File: src/rtl/uart_rx_tx_if.sv
// Byte-side handshake bundle of the uart_rx_tx transceiver.
//   rx_data  [7:0] : last correctly framed received byte
//   rx_valid       : one-cycle pulse when rx_data updates
//   tx_data  [7:0] : byte offered for transmission
//   tx_valid       : transmit request
//   tx_ready       : transmitter idle and able to accept a byte
// master = byte-oriented controller, slave = transceiver.
interface uart_rx_tx_if;
  logic [7:0] rx_data;
  logic       rx_valid;
  logic [7:0] tx_data;
  logic       tx_valid;
  logic       tx_ready;

  modport master (
    input  rx_data,
    input  rx_valid,
    input  tx_ready,
    output tx_data,
    output tx_valid
  );

  modport slave (
    output rx_data,
    output rx_valid,
    output tx_ready,
    input  tx_data,
    input  tx_valid
  );
endinterface

File: src/rtl/uart_rx_tx.sv
// Byte-level 8N1 UART transceiver: independent receiver and transmitter
// sharing clock, synchronous active-high reset and baud divider.
//   clk      : system clock, CLOCK_FREQ Hz
//   rst      : synchronous active-high reset
//   rx       : asynchronous serial receive line, idle high
//   start_rx : receiver enable, a new frame may only start while high
//   tx       : serial transmit line, idle high (registered)
//   bus      : byte handshake (rx_data/rx_valid out, tx_data/tx_valid in,
//              tx_ready out), all outputs registered
module uart_rx_tx #(
  parameter int unsigned BAUD_RATE  = 9600,
  parameter int unsigned CLOCK_FREQ = 50000000
) (
  input  logic         clk,
  input  logic         rst,
  input  logic         rx,
  input  logic         start_rx,
  output logic         tx,
  uart_rx_tx_if.slave  bus
);

  localparam int unsigned CLKS_PER_BIT = CLOCK_FREQ / BAUD_RATE;
  localparam int unsigned HALF_BIT     = CLKS_PER_BIT / 2;
  localparam int unsigned CNT_W        = $clog2(CLKS_PER_BIT);

  localparam logic [CNT_W-1:0] CNT_LAST = CNT_W'(CLKS_PER_BIT - 1);
  localparam logic [CNT_W-1:0] CNT_HALF = CNT_W'(HALF_BIT - 1);

  typedef enum logic [1:0] {
    ST_IDLE  = 2'd0,
    ST_START = 2'd1,
    ST_DATA  = 2'd2,
    ST_STOP  = 2'd3
  } state_t;

  // ---------------------------------------------------------------------
  // Receiver
  // ---------------------------------------------------------------------
  logic             r_rx_meta;
  logic             r_rx_s;
  state_t           r_rx_state;
  logic [CNT_W-1:0] r_rx_cnt;
  logic [2:0]       r_rx_idx;
  logic [7:0]       r_rx_shift;
  logic [7:0]       r_rx_data;
  logic             r_rx_valid;

  // Two-flop synchronizer; resets to the idle-high line level.
  always_ff @(posedge clk) begin
    if (rst) begin
      r_rx_meta <= 1'b1;
      r_rx_s    <= 1'b1;
    end else begin
      r_rx_meta <= rx;
      r_rx_s    <= r_rx_meta;
    end
  end

  // Receive FSM: confirm start at half-bit, then sample each bit at mid-bit.
  always_ff @(posedge clk) begin
    if (rst) begin
      r_rx_state <= ST_IDLE;
      r_rx_cnt   <= '0;
      r_rx_idx   <= '0;
      r_rx_shift <= '0;
      r_rx_data  <= '0;
      r_rx_valid <= 1'b0;
    end else begin
      r_rx_valid <= 1'b0;
      case (r_rx_state)
        ST_IDLE: begin
          r_rx_cnt <= '0;
          if (start_rx && !r_rx_s) begin
            r_rx_state <= ST_START;
          end
        end

        ST_START: begin
          if (r_rx_cnt == CNT_HALF) begin
            r_rx_cnt <= '0;
            r_rx_idx <= '0;
            // Line back high at mid start bit: a glitch, not a frame.
            r_rx_state <= r_rx_s ? ST_IDLE : ST_DATA;
          end else begin
            r_rx_cnt <= r_rx_cnt + CNT_W'(1);
          end
        end

        ST_DATA: begin
          if (r_rx_cnt == CNT_LAST) begin
            r_rx_cnt             <= '0;
            r_rx_shift[r_rx_idx] <= r_rx_s;
            if (r_rx_idx == 3'd7) begin
              r_rx_state <= ST_STOP;
            end else begin
              r_rx_idx <= r_rx_idx + 3'd1;
            end
          end else begin
            r_rx_cnt <= r_rx_cnt + CNT_W'(1);
          end
        end

        ST_STOP: begin
          if (r_rx_cnt == CNT_LAST) begin
            r_rx_cnt   <= '0;
            r_rx_state <= ST_IDLE;
            // A low stop bit is a framing error: drop the byte silently.
            if (r_rx_s) begin
              r_rx_data  <= r_rx_shift;
              r_rx_valid <= 1'b1;
            end
          end else begin
            r_rx_cnt <= r_rx_cnt + CNT_W'(1);
          end
        end

        default: r_rx_state <= ST_IDLE;
      endcase
    end
  end

  // ---------------------------------------------------------------------
  // Transmitter
  // ---------------------------------------------------------------------
  state_t           r_tx_state;
  logic [CNT_W-1:0] r_tx_cnt;
  logic [2:0]       r_tx_idx;
  logic [7:0]       r_tx_shift;
  logic             r_tx;
  logic             r_tx_ready;

  // Transmit FSM: start bit, 8 data bits LSB first, stop bit.
  always_ff @(posedge clk) begin
    if (rst) begin
      r_tx_state <= ST_IDLE;
      r_tx_cnt   <= '0;
      r_tx_idx   <= '0;
      r_tx_shift <= '0;
      r_tx       <= 1'b1;
      r_tx_ready <= 1'b1;
    end else begin
      case (r_tx_state)
        ST_IDLE: begin
          r_tx       <= 1'b1;
          r_tx_ready <= 1'b1;
          r_tx_cnt   <= '0;
          if (bus.tx_valid && r_tx_ready) begin
            r_tx_shift <= bus.tx_data;
            r_tx       <= 1'b0;
            r_tx_ready <= 1'b0;
            r_tx_state <= ST_START;
          end
        end

        ST_START: begin
          if (r_tx_cnt == CNT_LAST) begin
            r_tx_cnt   <= '0;
            r_tx_idx   <= '0;
            r_tx       <= r_tx_shift[0];
            r_tx_state <= ST_DATA;
          end else begin
            r_tx_cnt <= r_tx_cnt + CNT_W'(1);
          end
        end

        ST_DATA: begin
          if (r_tx_cnt == CNT_LAST) begin
            r_tx_cnt <= '0;
            if (r_tx_idx == 3'd7) begin
              r_tx       <= 1'b1;
              r_tx_state <= ST_STOP;
            end else begin
              // Bit 1 of the current shift value is the next bit to send.
              r_tx_idx   <= r_tx_idx + 3'd1;
              r_tx       <= r_tx_shift[1];
              r_tx_shift <= {1'b0, r_tx_shift[7:1]};
            end
          end else begin
            r_tx_cnt <= r_tx_cnt + CNT_W'(1);
          end
        end

        ST_STOP: begin
          if (r_tx_cnt == CNT_LAST) begin
            r_tx_cnt   <= '0;
            r_tx_ready <= 1'b1;
            r_tx_state <= ST_IDLE;
          end else begin
            r_tx_cnt <= r_tx_cnt + CNT_W'(1);
          end
        end

        default: begin
          r_tx       <= 1'b1;
          r_tx_ready <= 1'b1;
          r_tx_state <= ST_IDLE;
        end
      endcase
    end
  end

  assign tx           = r_tx;
  assign bus.tx_ready = r_tx_ready;
  assign bus.rx_data  = r_rx_data;
  assign bus.rx_valid = r_rx_valid;

endmodule

File: src/flat_wrapper.sv
// flat-port wrapper written by rule: the top's interface ports become plain ports
module uart_rx_tx_flat 
#(
  parameter int unsigned BAUD_RATE  = 9600,
  parameter int unsigned CLOCK_FREQ = 50000000
)
  (clk, rst, rx, start_rx, tx, bus_rx_data, bus_rx_valid, bus_tx_ready, bus_tx_data, bus_tx_valid);
  uart_rx_tx_if bus_i ();
  input  logic clk;
  input  logic rst;
  input  logic rx;
  input  logic start_rx;
  output logic tx;
  output wire logic [$bits(bus_i.rx_data)-1:0] bus_rx_data;
  output wire logic [$bits(bus_i.rx_valid)-1:0] bus_rx_valid;
  output wire logic [$bits(bus_i.tx_ready)-1:0] bus_tx_ready;
  input wire logic [$bits(bus_i.tx_data)-1:0] bus_tx_data;
  input wire logic [$bits(bus_i.tx_valid)-1:0] bus_tx_valid;
  assign bus_rx_data = bus_i.rx_data;
  assign bus_rx_valid = bus_i.rx_valid;
  assign bus_tx_ready = bus_i.tx_ready;
  assign bus_i.tx_data = bus_tx_data;
  assign bus_i.tx_valid = bus_tx_valid;
  uart_rx_tx #(.BAUD_RATE(BAUD_RATE), .CLOCK_FREQ(CLOCK_FREQ)) u_core (.clk(clk), .rst(rst), .rx(rx), .start_rx(start_rx), .tx(tx), .bus(bus_i));
endmodule
File: config.mk
export PLATFORM = sky130hd
export DESIGN_NAME = uart_rx_tx_flat
export DESIGN_NICKNAME = d
export VERILOG_FILES = /design/src/rtl/uart_rx_tx_if.sv /design/src/rtl/uart_rx_tx.sv /design/src/flat_wrapper.sv
export SDC_FILE = /design/constraint.sdc
export NUM_CORES = 1
export LEC_CHECK = 0
export ABC_AREA = 1
export CORE_ASPECT_RATIO = 1.75
export CORE_MARGIN = 8
export CORE_UTILIZATION = 32
export DETAILED_ROUTE_END_ITERATION = 10
export MAX_ROUTING_LAYER = met4
export PLACE_DENSITY = 0.62
export SLEW_MARGIN = 10
export SYNTH_ARGS = -nofsm -noshare
export SYNTH_HDL_FRONTEND = slang
export SYNTH_SLANG_ARGS = --single-unit
File: constraint.sdc
create_clock -name clk -period 1.4 [get_ports clk]
set_input_delay 0.21 -clock clk [delete_from_list [all_inputs] [get_ports clk]]
set_output_delay 0.21 -clock clk [all_outputs]
set_load 0.005 [all_outputs]
Yosys cells after proc, flatten, opt, wreduce, memory -nomap -nowiden

Index checks and enable logic that the tools add are counted.

Bitwise operators: 2
Reductions and logical operators: 23
Order comparisons: 2
Equality and inequality tests: 23
Mux-type cells: 41
$add $sub $neg: 4

Operator list:

| operator                | count |
|---|---|
| $mux W13                | 3 |
| $pmux W13 S3            | 1 |
| $add A13 B1 Y13 const B | 2 |
| $eq A13 B13 Y1 const B  | 2 |
| $pmux W13 S2            | 1 |
| $mux W8                 | 3 |
| $mux W2                 | 11 |
| $ne A2 B1 Y1 const B    | 10 |
| $mux W3                 | 6 |
| $pmux W2 S4             | 2 |
| $pmux W8 S2             | 1 |
| $eq A13 B12 Y1 const B  | 1 |
| $pmux W3 S2             | 2 |
| $reduce_and A4 Y1       | 3 |
| $reduce_and A5 Y1       | 2 |
| $bwmux W8               | 1 |
| $eq A2 B2 Y1 const B    | 4 |
| $reduce_bool A2 Y1      | 4 |
| $mux W1                 | 7 |
| $add A3 B1 Y3 const B   | 2 |
| $eq A3 B3 Y1 const B    | 2 |
| $reduce_and A3 Y1       | 2 |
| $reduce_or A3 Y1        | 2 |
| $eq A2 B1 Y1 const B    | 2 |
| 13 further kinds        | 19 |

Register bits after elaboration: 65
Logic and storage cells: 109
Input port bits: 13

Depth between registers and ports, before layout

Gate-level depths: netlist of the first run.

Depth in word-level cells: 5
Gate-level depth with buffers: 12
Gate-level depth less buffers: 12

Worst setup path before layout of the first run

No wires, ideal clock.

Kind: register -> register
From: register u_core.r_rx_cnt[0]
To: register u_core.r_rx_idx[1]
Cell stages (with the launch flop): 13
Path slack: -74 ps
Setup time: 128 ps
Data required time: 1272 ps
Arrival time: 1346 ps
Clock period less this slack: 1474 ps
Cells stage by stage: dfxtp_1 ha_1 nand2_2 nor2_2 nand3_4 nand2_1 nand2_1 inv_2 nand2_4 inv_2 nand2_1 nand2_1 nor2_1

Longest elaborated chain between the ends: 3
Elaborated cells on any way between the ends: 5

Ends and longest elaborated chain:

| what                                                    | line                               | source |
|---|---|---|
| start: declaration                                      | uart_rx_tx.sv:42                   | `logic [CNT_W-1:0] r_rx_cnt;` |
| start signal: assignment                                | uart_rx_tx.sv:85                   | `r_rx_cnt <= r_rx_cnt + CNT_W'(1);` |
| start signal: assignment                                | uart_rx_tx.sv:99                   | `r_rx_cnt <= r_rx_cnt + CNT_W'(1);` |
| start signal: assignment                                | uart_rx_tx.sv:113                  | `r_rx_cnt <= r_rx_cnt + CNT_W'(1);` |
| $eq A13 B13 Y1 / $eq A13 B12 Y1 (equally long branches) | uart_rx_tx.sv:90, uart_rx_tx.sv:79 |  |
| $ne A2 B1 Y1 (no source line)                           | -                                  |  |
| $reduce_and A4 Y1 (no source line) (*)                  | -                                  |  |
| end signal: assignment                                  | uart_rx_tx.sv:96                   | `r_rx_idx <= r_rx_idx + 3'd1;` |
| end: declaration                                        | uart_rx_tx.sv:43                   | `logic [2:0] r_rx_idx;` |

Mark *: on every way between the ends. The rest lies on a longest branch, timed or not.
A chain may end at the register's enable or synchronous reset.

Worst setup path after layout of the first run

From: register u_core.r_rx_cnt[1]
To: register u_core.r_rx_shift[7]

Longest elaborated chain between the ends: 2

Ends and longest elaborated chain:

| what                               | line             | source |
|---|---|---|
| $eq A13 B13 Y1                     | uart_rx_tx.sv:90 | `if (r_rx_cnt == CNT_LAST) begin` |
| $reduce_and A2 Y1 (no source line) | -                |  |
| end signal: indexed assignment     | uart_rx_tx.sv:92 | `r_rx_shift[r_rx_idx] <= r_rx_s;` |
| end: declaration                   | uart_rx_tx.sv:44 | `logic [7:0] r_rx_shift;` |

No other way between the ends.

==> results.yml, run 1 <==
status:
  status: "finished, violations left"
  failed_checks: "negative setup slack"
global_routing:
  grt_pass1_wl_um: 13600
  grt_pass1_vias: 3179
  grtUsageTotal_pct: 12.6
  grt.overflow.total: 0
  grt_antenna_before_repair: 0
  grt_max_degree: 13
layout:
  num-nets-final: 570
  fillers: 947
  fin_util_pct: 50.1
  final_layout_size_suffix_gt1_share_pct: 43.5
  area_growth_pct: 53.5
  antenna_cells: 0
  final_cell_area_um2: 4930
synth:
  synthFlopType: "dfxtp_1"
  yosys.cell_count.top_type: "nand2_1"
  synthTopCellsByArea: "dfxtp_1 40%, nand2_1 11%, nor2_1 7.0%"
  syn_avg_cell_area_um2: 7.35
  synth_cell_type_count: 38
  netlist_top_cells_count: "91 x nand2_1, 65 x dfxtp_1, 60 x nor2_1"
  synth_top_cell_by_area: "dfxtp_1"
  seq_area_frac_synth_pct: 40.5
  synth-edff-count: 0
  yosysTopAreaCellShare_pct: 40.5
  synthCells: 437
  ys_ff_latch: 65
  synth_warnings: 0
  ys_async_sr_fraction_pct: 0
  synth_area_um2: 3210
  synth_nets: 460
placed_design:
  dpl-instance-area_um2: 4050
  numPortBuffers: 23
  gp_congestion: 0.842
  place_hpwl_um: 5950
routing:
  vias: 3162
  wire_per_inst_um: 12.6
  drtIter0Drc: 108
  postRouteWirelength_um: 8460
  drt-pass1-iter-count: 4
  drc: 0
  ant_nets: 0
  via_per_inst: 4.69
clocking:
  clkSinkCount: 65
  cts_buffers: 9
  worstSkewPairLatency_ps: 330
  h-tree-depth: 3
  cts_root_buf: "clkbuf_16"
  cts_tree: "built"
  clockBufferDepth: 2
  path_clk_slew_ps: 50
  holdBufCountCts: 0
floorplan:
  start_util_pct: 32.6
  num_io_pins: 24
  core-area_um2: 9850
  chipWidth_um: 91.7
  die-area_um2: 13600
  die_h_um: 149
  rows: 48
pwr:
  cellLeakagePower_nw: 2.18
  ir_drop_uv: 783
  power.density_nw_per_um2: 1210
critical_path:
  end_kind: "flip-flop"
  r2r_start: "u_core.r_rx_cnt[1]"
  rrSetupSlack_ps: -230
  arrival_ps: 1880
  crit_required_ps: 1650
  cp_max_fo: 8
  r2r_cells: 9
  critPathLaunchType: "flip-flop"
  path_class: "reg2reg"
  reg2reg_to: "u_core.r_rx_shift[7]"
sta:
  timing.final.ws_setup_ps: -231
  hold_ws_ps: 441
  setup_tns_ps: -3630
  finClkSkew_ps: 4.12
  hold_viol: 0
  finalSetupViolations: 43
  slew_headroom_pct: 76.8
  slew_viol_final: 0
  rsz0062_at_grt: "true"
  worst_pin_slew_ps: 346
  timing.fmax_mhz: 613
  layout_min_cycle_time_ps: 1630
  period_share_pct: 116
min_path:
  whs_path_depth: 1
  worstHoldEndpoint: "u_core.r_rx_s"
  hold_path.startpoint: "u_core.r_rx_meta"
  hp-class: "reg2reg"
flow_run:
  cap_violations: 0
## power by group
part	switching, mW	internal, mW	total (mW)
sequential	0.138	2.05	2.19
combinational	1.03	0.822	1.85
clock	0.721	1.21	1.93
## layer usage
| layer | wire [µm] | up-vias | GRT usage (%) |
|---|---|---|---|
| li1 | - | 1620 | - |
| met4 | 263 | 0 | 6.65 |
| met5 | 0 | - | - |
| met3 | 199 | 24 | 2.22 |
| met2 | 4980 | 37 | 24.2 |
| met1 | 3020 | 1481 | 11.3 |
## sequential cells by signal, summed over array words and instances (netlist names), named ones only
name	count
u_core.r_rx_cnt	13
u_core.r_tx_cnt	13
u_core.bus.rx_data	8
u_core.r_rx_shift	8
u_core.r_tx_shift	8
u_core.r_rx_idx	3
u_core.r_tx_idx	3
u_core.r_tx_state	2
u_core.bus.rx_valid	1
u_core.bus.tx_ready	1
u_core.r_rx_meta	1
u_core.r_rx_s	1
u_core.r_rx_state	1
u_core.tx	1
## critical path, stage by stage (launching register included)
cell and delay (ps):
dfxtp_2 350, ha_4 160, nand2_4 80, nor2_4 100
nand3_4 160, buf_6 170, nor2_4 110, nand2_4 100
o21bai_2 120, nor3b_2 200
## per-stage QoR
stage               std cells  total power [mW]  setup slack [ps]
floorplan                 437              3.16             -2.34
global placement          638              3.61              -147
detailed placement        638              3.64              -176
CTS                       661              5.85              -132
global route              674              6.32              -292
finish                    674              5.97              -231
## cell families after synthesis
family / Yosys count / synth area share, %
xor+xnor: 6 / 1.64
simple gates: 235 / 34.5
compound gates: 59 / 11.1
flops: 65 / 40.5
buf+inv: 62 / 8.41
fa+ha+maj: 10 / 3.89
## area by class of cell
class	instances	area (µm²)	share of cell area [%]
flip-flops and latches	65	1320	26.7
well taps	125	156	3.17
clock buffers	12	246	5.00
repair buffers	108	937	19.0
clock inverters	1	5.00	0.101
multi-input cells	310	2060	41.8
inverters	53	206	4.18
## what timing repair did
item                                   4_1_cts  5_1_grt
buffers inserted                            10       15
resized for setup                           60       78
setup endpoints to repair                   59       66
pin swaps                                   31       41
endpoints found under the hold margin        0        0
## worst max path at each step
| stage | cells after the start | slack, ps | to | from |
|---|---|---|---|---|
| CTS | 9 | -130 | u_core.r_tx_state[1] | u_core.r_tx_cnt[0] |
| floorplan | 12 | -2 | u_core.r_rx_idx[1] | u_core.r_rx_cnt[1] |
| global route | 9 | -290 | u_core.r_rx_shift[7] | u_core.r_rx_cnt[7] |
| global placement | 8 | -150 | u_core.r_tx_shift[7] | u_core.r_tx_state[0] |
| detailed placement | 8 | -180 | u_core.r_tx_shift[7] | u_core.r_tx_state[0] |
| finish | 9 | -230 | u_core.r_rx_shift[7] | u_core.r_rx_cnt[1] |
## placed cells by master (no fill, tap or decap), types with 3 or more instances in the layout
| master | n |
|---|---|
| nor2_1 | 43 |
| a21oi_2 | 13 |
| dfxtp_1 | 52 |
| a21oi_1 | 16 |
| nand3_2 | 12 |
| xor2_1 | 5 |
| nor2_2 | 17 |
| clkbuf_16 | 9 |
| nor3b_2 | 6 |
| nor3_2 | 4 |
| buf_4 | 72 |
| o21ai_1 | 8 |
| a211oi_1 | 3 |
| o21ai_0 | 5 |
| or2_2 | 5 |
| nor3_4 | 5 |
| ha_1 | 4 |
| clkdlybuf4s50_1 | 13 |
| inv_2 | 7 |
| nand2_1 | 71 |
| nand2_2 | 20 |
| inv_1 | 44 |
| dfxtp_2 | 13 |
| dlymetal6s2s_1 | 4 |
| nand4_1 | 4 |
| buf_6 | 11 |
| o21ai_2 | 6 |
| nor3_1 | 9 |
| nand3_1 | 14 |
| dlygate4sd2_1 | 6 |
| nand2_4 | 7 |
| ha_2 | 4 |
| nor2_4 | 13 |
Note: power is estimated with default switching activity, not from simulation.
==> run 2, diff against run 1 <==
- CORE_UTILIZATION: 32 -> 52
- PLACE_DENSITY: 0.62 -> 0.86
==> run 2 against run 1 <==
  * The run still ends with negative setup slack left
  * Total power increased by 0.38%
  * Global-route usage increased by 9.7 points
  * Wire length up 40%
  * Worst hold slack better by 10 ps
  * Largest cell class unchanged
==> results.yml, run 2 (synthesis results as in run 1) <==
critical_path:
  arrival_ps: 2020
  end_kind: "flip-flop"
  cpMaxStageDelayCell: "dfxtp_2"
  cp.depth: 8
  max_stage_delay_ps: 350
  critPathLaunchType: "flip-flop"
  path_buf_inv: 1
  worstPathCellList: "ha_4 -> nand2_4 -> nor2_4 -> nand3_4 -> buf_6 -> nor3_4 -> nor2_2 -> a211oi_2"
  r2r_cells: 8
  worst_path_dominant_cell_family: "simple AND/OR/NAND/NOR gates"
  rrSetupSlack_ps: -390
  crit_required_ps: 1640
  path_class: "reg2reg"
  cp_max_fo: 8
pwr:
  ir_drop_uv: 896
  swShare_pct: 35.2
  cellLeakagePower_nw: 2.12
  p_clk_share_pct: 28.5
  power.density_nw_per_um2: 1210
  power_frac_seq_pct: 36.7
  p_int_mw: 3.88
  pwr-share-comb_pct: 34.8
  netSwitchingPower_mw: 2.11
sta:
  timing.fmax_mhz: 560
  finClkSkew_ps: 11.4
  worst_pin_slew_ps: 505
  slew_headroom_pct: 66.3
  rsz0062_at_grt: "true"
  hold_viol: 0
  layout_min_cycle_time_ps: 1790
  finalSetupViolations: 59
  hold_ws_ps: 451
  timing.final.ws_setup_ps: -385
  period_share_pct: 128
  slew_viol_final: 0
layout:
  fin_util_pct: 81.4
  mostFrequentLayoutCell: "nand2_1"
  mostFrequentLayoutCells: "75 x nand2_1, 69 x buf_4, 52 x dfxtp_1, 44 x nor2_1, 41 x inv_1"
  antenna_cells: 0
  num-nets-final: 572
  final_layout_size_suffix_gt1_share_pct: 46.2
  fillers: 347
  top_regs: "u_core.r_rx_cnt x13, u_core.r_tx_cnt x13"
  final_cells: 634
  area_growth_pct: 54.2
  final_cell_area_um2: 4960
routing:
  drc: 0
  vias: 3595
  via_per_inst: 5.67
  drt-pass1-iter-count: 6
  ant_nets: 0
  drtIter0Drc: 297
  wire_per_inst_um: 18.7
  postRouteWirelength_um: 11800
global_routing:
  grt_max_degree: 16
  grt.overflow.total: 0
  grtUsageTotal_pct: 22.3
  grt_pass1_vias: 3558
  grt_antenna_before_repair: 0
  grt_pass1_wl_um: 15300
flow_run:
  cap_violations: 0
clocking:
  clkSinkCount: 65
  h-tree-depth: 3
  worstSkewPairLatency_ps: 360
  cts_tree: "built"
  cts_root_buf: "clkbuf_8"
  cts_buffers: 9
  clockBufferDepth: 2
  path_clk_slew_ps: 70
min_path:
  whs_path_depth: 1
  hp-class: "reg2reg"
floorplan:
  rows: 38
  die_h_um: 120
  die-area_um2: 9050
  chipWidth_um: 75.4
  num_io_pins: 24
  start_util_pct: 52.8
  core-area_um2: 6090
placed_design:
  placed_cells: 587
  numPortBuffers: 23
  dpl-instance-area_um2: 3930
  place_hpwl_um: 6100
  gp_congestion: 0.878
  place_ws_ps: -222
status:
  status: "finished, violations left"
  failed_checks: "negative setup slack"
run 2: cell count changes in the layout (fill, tap and decap cells not counted), moves of 5 or more:
cell | before | now
clkbuf_8 | 1 | 12
clkbuf_16 | 9 | 0
buf_6 | 11 | 18
dlygate4sd2_1 | 6 | 11
nor3_1 | 9 | 4
nor3_2 | 4 | 9
run 2: metal layers:
layer	global-route usage (%)	vias to the layer above	part of all wire (%)
met3	5.85	89	5.2
met4	13.9	0	7.1
met2	40.7	180	56
li1	-	1622	-
met5	-	-	0
met1	18.6	1704	31
run 2: worst register-to-register path, delay by kind of cell (launching register included):
family	cells	cell delay (ps)
and+or+nand+nor	5	690
DFF	1	350
AOI/OAI and AO/OA	1	280
buffers and inverters	1	190
adders and majority gates	1	160
run 2: per-stage QoR:
stage                     power, mW  setup TNS, ps
after floorplan                3.16          -4.67
after global placement         3.53          -1480
after detailed placement       3.61          -4970
after CTS                      5.54          -2680
after global routing           6.27         -12730
final                          5.99          -7670
run 2: final cells by class:
class / count / area [µm²] / area share [%]
Tap cell: 80 / 100 / 2.02
Clock buffer: 14 / 173 / 3.48
Timing Repair Buffer: 110 / 937 / 18.9
Sequential cell: 65 / 1330 / 26.7
Multi-Input combinational cell: 310 / 2180 / 43.9
Clock inverter: 2 / 35.0 / 0.707
Inverter: 53 / 209 / 4.22
run 2: path summary, 6_finish.rpt:
path	start	end
hold / removal	u_core.r_rx_meta	u_core.r_rx_s
setup / recovery	u_core.r_rx_cnt[1]	u_core.r_rx_shift[0]
setup reg to reg	u_core.r_rx_cnt[1]	u_core.r_rx_shift[0]
hold reg to reg	u_core.r_rx_meta	u_core.r_rx_s
run 2: power by group through the flow:
stage	combinational (mW)	sequential, mW	clock, mW
detailed placement	1.41	2.20	0
CTS	1.70	2.16	1.67
global placement	1.36	2.18	0
finish	2.09	2.20	1.71
global route	2.26	2.21	1.79
floorplan	0.982	2.18	0
run 2: what timing repair did:
item                       CTS  global route
gates resized for setup     71           102
hold buffers                 0             0
buffers inserted            12            21
setup endpoints to repair   64            62
pin swaps                   31            54
